`config.mk`:
```
export PLATFORM = sky130hd
export DESIGN_NAME = alu_bit_serial_flat
export DESIGN_NICKNAME = d
export VERILOG_FILES = /design/src/rtl/alu_bit_serial_if.sv /design/src/rtl/alu_bit_serial.sv /design/src/flat_wrapper.sv
export SDC_FILE = /design/constraint.sdc
export NUM_CORES = 1
export LEC_CHECK = 0
export BUFFER_PORTS_ARGS = -buffer_cell sky130_fd_sc_hd__buf_2
export CORE_MARGIN = 4
export CORE_UTILIZATION = 52
export DETAILED_ROUTE_END_ITERATION = 6
export PLACE_DENSITY = 0.8
export SLEW_MARGIN = 0
export SYNTH_ARGS = -nofsm -noshare
export SYNTH_HDL_FRONTEND = slang
export SYNTH_SLANG_ARGS = --single-unit
```
`constraint.sdc`:
```
create_clock -name clk -period 3.24 [get_ports clk]
set_clock_uncertainty 0.15 [all_clocks]
set_input_delay 0.324 -clock clk [delete_from_list [all_inputs] [get_ports clk]]
set_output_delay 0.324 -clock clk [all_outputs]
set_load 0.01 [all_outputs]
```
`src/rtl/alu_bit_serial_if.sv`:
```
// Request/response handshake bundle for the bit-serial ALU.
// The issuer drives the request side and consumes the response side.
interface alu_bit_serial_if #(
   parameter int WIDTH = 8
);
   logic             in_valid;
   logic             in_ready;
   logic [2:0]       op;
   logic [WIDTH-1:0] r2;
   logic [WIDTH-1:0] r3;
   logic             out_valid;
   logic             out_ready;
   logic [WIDTH-1:0] r1;
   logic             c_out;

   modport master (
      output in_valid, op, r2, r3, out_ready,
      input  in_ready, out_valid, r1, c_out
   );

   modport slave (
      input  in_valid, op, r2, r3, out_ready,
      output in_ready, out_valid, r1, c_out
   );
endinterface

```
`src/rtl/alu_bit_serial.sv`:
```
// Bit-serial ALU: one operation evaluated LSB-first through a 1-bit slice
// over WIDTH cycles, with valid/ready request and response handshakes.
module alu_bit_serial #(
   parameter int WIDTH = 8
) (
   input logic             clk,
   input logic             rst_n,
   alu_bit_serial_if.slave bus
);
   localparam int CNT_W = $clog2(WIDTH);

   localparam logic [2:0] OP_MOV = 3'b000;
   localparam logic [2:0] OP_NOT = 3'b001;
   localparam logic [2:0] OP_ADD = 3'b010;
   localparam logic [2:0] OP_SUB = 3'b011;
   localparam logic [2:0] OP_OR  = 3'b100;
   localparam logic [2:0] OP_AND = 3'b101;
   localparam logic [2:0] OP_SLT = 3'b110;

   typedef enum logic [1:0] {IDLE, RUN, DONE} state_e;

   state_e           state, state_nxt;
   logic [2:0]       op_q;
   logic [WIDTH-1:0] a_q, b_q, res_q;
   logic [CNT_W-1:0] cnt_q;
   logic             carry_q, cout_q;
   logic             sub_mode, b_bit, sum_bit, carry_nxt, res_bit, last_bit, less;

   function automatic logic slice_res(input logic [2:0] op, input logic a,
                                      input logic b, input logic sum);
      logic r;
      case (op)
         OP_MOV:          r = a;
         OP_NOT:          r = ~a;
         OP_ADD, OP_SUB:  r = sum;
         OP_OR:           r = a | b;
         OP_AND:          r = a & b;
         default:         r = 1'b0;
      endcase
      return r;
   endfunction

   // Operands shift right each RUN cycle, so bit 0 is always the live bit.
   assign sub_mode  = (op_q == OP_SUB) || (op_q == OP_SLT);
   assign b_bit     = b_q[0] ^ sub_mode;
   assign sum_bit   = a_q[0] ^ b_bit ^ carry_q;
   assign carry_nxt = (a_q[0] & b_bit) | (a_q[0] & carry_q) | (b_bit & carry_q);
   assign res_bit   = slice_res(op_q, a_q[0], b_q[0], sum_bit);
   assign last_bit  = (cnt_q == CNT_W'(WIDTH - 1));
   // Signed less-than: MSB of difference XOR (carry into MSB ^ carry out of MSB).
   assign less      = sum_bit ^ carry_q ^ carry_nxt;

   always_ff @(posedge clk) begin
      if (!rst_n) state <= IDLE;
      else        state <= state_nxt;
   end

   always_comb begin
      state_nxt     = state;
      bus.in_ready  = 1'b0;
      bus.out_valid = 1'b0;
      case (state)
         IDLE: begin
            bus.in_ready = 1'b1;
            if (bus.in_valid) state_nxt = RUN;
         end
         RUN: begin
            if (last_bit) state_nxt = DONE;
         end
         DONE: begin
            bus.out_valid = 1'b1;
            if (bus.out_ready) state_nxt = IDLE;
         end
         default: state_nxt = IDLE;
      endcase
   end

   always_ff @(posedge clk) begin
      if (!rst_n) begin
         op_q    <= '0;
         a_q     <= '0;
         b_q     <= '0;
         res_q   <= '0;
         cnt_q   <= '0;
         carry_q <= 1'b0;
         cout_q  <= 1'b0;
      end else begin
         case (state)
            IDLE: begin
               if (bus.in_valid) begin
                  op_q    <= bus.op;
                  a_q     <= bus.r2;
                  b_q     <= bus.r3;
                  cnt_q   <= '0;
                  carry_q <= (bus.op == OP_SUB) || (bus.op == OP_SLT);
                  cout_q  <= 1'b0;
               end
            end
            RUN: begin
               a_q     <= a_q >> 1;
               b_q     <= b_q >> 1;
               carry_q <= carry_nxt;
               cnt_q   <= cnt_q + CNT_W'(1);
               if (last_bit && op_q == OP_SLT)
                  res_q <= {{(WIDTH-1){1'b0}}, less};
               else
                  res_q <= {res_bit, res_q[WIDTH-1:1]};
               if (last_bit)
                  cout_q <= ((op_q == OP_ADD) || (op_q == OP_SUB)) ? carry_nxt : 1'b0;
            end
            default: ;
         endcase
      end
   end

   assign bus.r1    = res_q;
   assign bus.c_out = cout_q;
endmodule
```
`src/flat_wrapper.sv`:
```
// flat-port wrapper written by rule: the top's interface ports become plain ports
module alu_bit_serial_flat 
#(
   parameter int WIDTH = 8
)
  (clk, rst_n, bus_in_valid, bus_op, bus_r2, bus_r3, bus_out_ready, bus_in_ready, bus_out_valid, bus_r1, bus_c_out);
  alu_bit_serial_if #(.WIDTH(WIDTH)) bus_i ();
  input logic clk;
  input logic rst_n;
  input wire logic [$bits(bus_i.in_valid)-1:0] bus_in_valid;
  input wire logic [$bits(bus_i.op)-1:0] bus_op;
  input wire logic [$bits(bus_i.r2)-1:0] bus_r2;
  input wire logic [$bits(bus_i.r3)-1:0] bus_r3;
  input wire logic [$bits(bus_i.out_ready)-1:0] bus_out_ready;
  output wire logic [$bits(bus_i.in_ready)-1:0] bus_in_ready;
  output wire logic [$bits(bus_i.out_valid)-1:0] bus_out_valid;
  output wire logic [$bits(bus_i.r1)-1:0] bus_r1;
  output wire logic [$bits(bus_i.c_out)-1:0] bus_c_out;
  assign bus_i.in_valid = bus_in_valid;
  assign bus_i.op = bus_op;
  assign bus_i.r2 = bus_r2;
  assign bus_i.r3 = bus_r3;
  assign bus_i.out_ready = bus_out_ready;
  assign bus_in_ready = bus_i.in_ready;
  assign bus_out_valid = bus_i.out_valid;
  assign bus_r1 = bus_i.r1;
  assign bus_c_out = bus_i.c_out;
  alu_bit_serial #(.WIDTH(WIDTH)) u_core (.clk(clk), .rst_n(rst_n), .bus(bus_i));
endmodule
```
==> reports/results.tsv <==
metric	value	unit
required	3330	ps
synthCells	188	
area.growth.synth_to_final	11.1	%
p_int	595	uW
relSlewSlack	36.0	%
path_max_fanout	18	
die_area	3970	um2
tightest_slew	959	ps
antenna_cells	0	
final_nets	241	
cts-root-buf	clkbuf_4	
p_per_area	471	nW/um2
grt_pass1_wl	6220	um
finalPower	824	uW
clockBufferDepth	2	
setup_viol	0	
drv_cap	0	
grt_start_max_net_pins	33	
yosysWarnings	0	
track_usage	19.4	%
via_per_inst	5.66	
cp_data_arrival_time	2050	ps
clock-sinks	34	
cts_max_level	2	
ys_seq_area_share	43.2	%
grt_pass1_vias	1384	
drc	0	
cts_tree	built	
clkPwrFrac	30.0	%
crit_buf_inv	1	
syn_nets	215	
ys_async_sr_fraction	0	%
io_pins	34	
die_w	63.0	um
cpLargestDelayFamily	simple AND/OR/NAND/NOR gates	
antenna_found_initial	0	
cts_hold_buf	0	
cp_slowest_cell	nor2b_1	
core_region_area	2830	um2
drt_iter0_markers	79	
hold_class	in2reg	
grt_overflow	0	
hpwl	2350	um
startpoint_type	flop	
fillCellCount	266	
critPathMaxStageDelay	560	ps
hold_viol	0	
syn_area	1570	um2
avgRoutedWirePerCell	13.4	um
wl	3310	um
synth.avg_cell_area	8.37	um2
fmaxAchievable	509	MHz
switching_share	27.8	%
outcome	complete, no violations	
clk_pin_slew	100	ps
start_util	55.6	%
io_buffers	33	
pwr-share-comb	13.6	%
leakagePower	0.000749	uW
ys.flop_type	dfxtp_1	
rsz0062_at_grt	no	
final.setup.tns	0	ps
numCtsBuffers	5	
cp_cell_sequence	nor2b_1 > buf_4 > nand2_1 > a311oi_1	
gp_congestion	0.796	
ys_ff_latch	34	
seq_power_share	56.3	%
finalCritPeriodShare	60.6	%
p_sw	229	uW
r2r-start	u_core.state[0]$_SDFFE_PN0P_	
layout_min_cycle_time	1960	ps
chipHeight	63.0	um
cp-end-kind	flop	
min-delay-start	bus_op[1]	
dr_total_vias	1393	
crit_start	u_core.state[0]$_SDFFE_PN0P_	
dr.pass1.iters	4	
synth_edf_count	0	
ant_nets	0	
cts_resized	0	
clock_latency	340	ps
num_rows	19	
synth.distinct_cells	34	
cts_post_setup_buffers_inserted	0	
slew_violations	0	
ir_drop	317	uV
critPathKind	reg2reg	
final_layout_size_suffix_gt1_share	19.5	%
[cell type report]
class / count / area [um2] / share of cell area (%)
inverters: 3 / 11.3 / 0.644
well taps: 31 / 38.8 / 2.22
flip-flops and latches: 34 / 681 / 38.9
clock buffers: 7 / 55.1 / 3.15
repair buffers: 34 / 173 / 9.87
clock inverters: 1 / 5.00 / 0.286
multi-input cells: 136 / 786 / 44.9
[per-stage QoR]
| step | hold slack [ps] | instances | util, % | worst slack, ps | area [um2] |
|---|---|---|---|---|---|
| 3_5_place_dp | 317 | 238 | 59.7 | 1310 | 1690 |
| 4_1_cts | 61.6 | 246 | 61.8 | 1290 | 1750 |
| 3_3_place_gp | 301 | 238 | 59.7 | 1400 | 1690 |
| 6_report | 73.9 | 246 | 61.8 | 1280 | 1750 |
| 5_1_grt | 66.1 | 246 | 61.8 | 1040 | 1750 |
| 2_1_floorplan | 296 | 188 | - | 1490 | 1570 |
[state kept, by name, indices dropped and copies added, names as in the netlist]
name / flops
u_core.a_q: 8
u_core.b_q: 8
u_core.op_q: 3
u_core.carry_q: 1
u_core.bus.c_out: 1
u_core.bus.r1: 8
u_core.cnt_q: 3
u_core.state: 2
[worst min-delay path, stage by stage]
cell and delay, ps:
buf_2 110, nand2_1 50, a21oi_1 50
[per-layer routing]
| metal | routed length, um | GRT usage [%] | part of all wire, % |
|---|---|---|---|
| met5 | 0 | 0 | 0 |
| met4 | 46 | 8.26 | 1.4 |
| met3 | 186 | 4.68 | 5.6 |
| met2 | 1540 | 32.3 | 47 |
| met1 | 1530 | 23.7 | 46 |
[power groups by stage]
stage / clock network (uW) / registers (uW) / logic, uW
6_report: 248 / 464 / 112
5_1_grt: 273 / 469 / 131
3_3_place_gp: 0 / 473 / 108
3_5_place_dp: 0 / 474 / 113
2_1_floorplan: 0 / 467 / 94.9
4_1_cts: 253 / 464 / 113
[cell usage in the layout, fill, tap and decap left out, types with 3 or more instances in the layout]
| master | count |
|---|---|
| clkbuf_4 | 5 |
| a21oi_1 | 14 |
| nand2_1 | 46 |
| a311oi_1 | 14 |
| nand3_1 | 10 |
| inv_1 | 3 |
| buf_2 | 33 |
| dfxtp_1 | 34 |
| nor2_1 | 18 |
| nor2b_1 | 3 |
| xor2_1 | 3 |
[synth_stat cells, types with 2 or more instances]
| master | n | area (um2) |
|---|---|---|
| nand2_1 | 46 | 173 |
| dfxtp_1 | 34 | 681 |
| nor2_1 | 18 | 67.6 |
| a21oi_1 | 14 | 70.1 |
| a311oi_1 | 14 | 123 |
| nand3_1 | 10 | 50.1 |
| buf_4 | 6 | 45.0 |
| clkbuf_1 | 5 | 18.8 |
| inv_1 | 3 | 11.3 |
| nor2b_1 | 3 | 18.8 |
| xor2_1 | 3 | 26.3 |
| a22oi_1 | 2 | 15.0 |
| and2_1 | 2 | 12.5 |
| buf_2 | 2 | 10.0 |
| buf_6 | 2 | 22.5 |
| fa_1 | 2 | 40.0 |
| ha_1 | 2 | 25.0 |
| mux2i_1 | 2 | 20.0 |
| nand2b_1 | 2 | 12.5 |
| o21ai_0 | 2 | 10.0 |
[worst paths after layout]
path	slack, ps	end	cells past startpoint
worst max-delay path	1280	u_core.b_q[3]$_SDFFE_PN0P_	4
worst min-delay path	70	u_core.op_q[1]$_SDFFE_PN0P_	3
worst max register to register	1280	u_core.b_q[3]$_SDFFE_PN0P_	4
worst min register to register	330	u_core.b_q[0]$_SDFFE_PN0P_	2
[cell families after synthesis]
family | count (synthesis) | share of synthesized area [%]
AND/OR/NAND/NOR | 86 | 24.2
XOR/XNOR | 4 | 2.23
flip-flops | 34 | 43.2
multiplexers | 2 | 1.27
AO/OA/AOI/OAI | 40 | 18.1
adder cells (fa/ha/maj) | 4 | 4.13
buffers and inverters | 18 | 6.84
(Power assumes the default switching activity.)
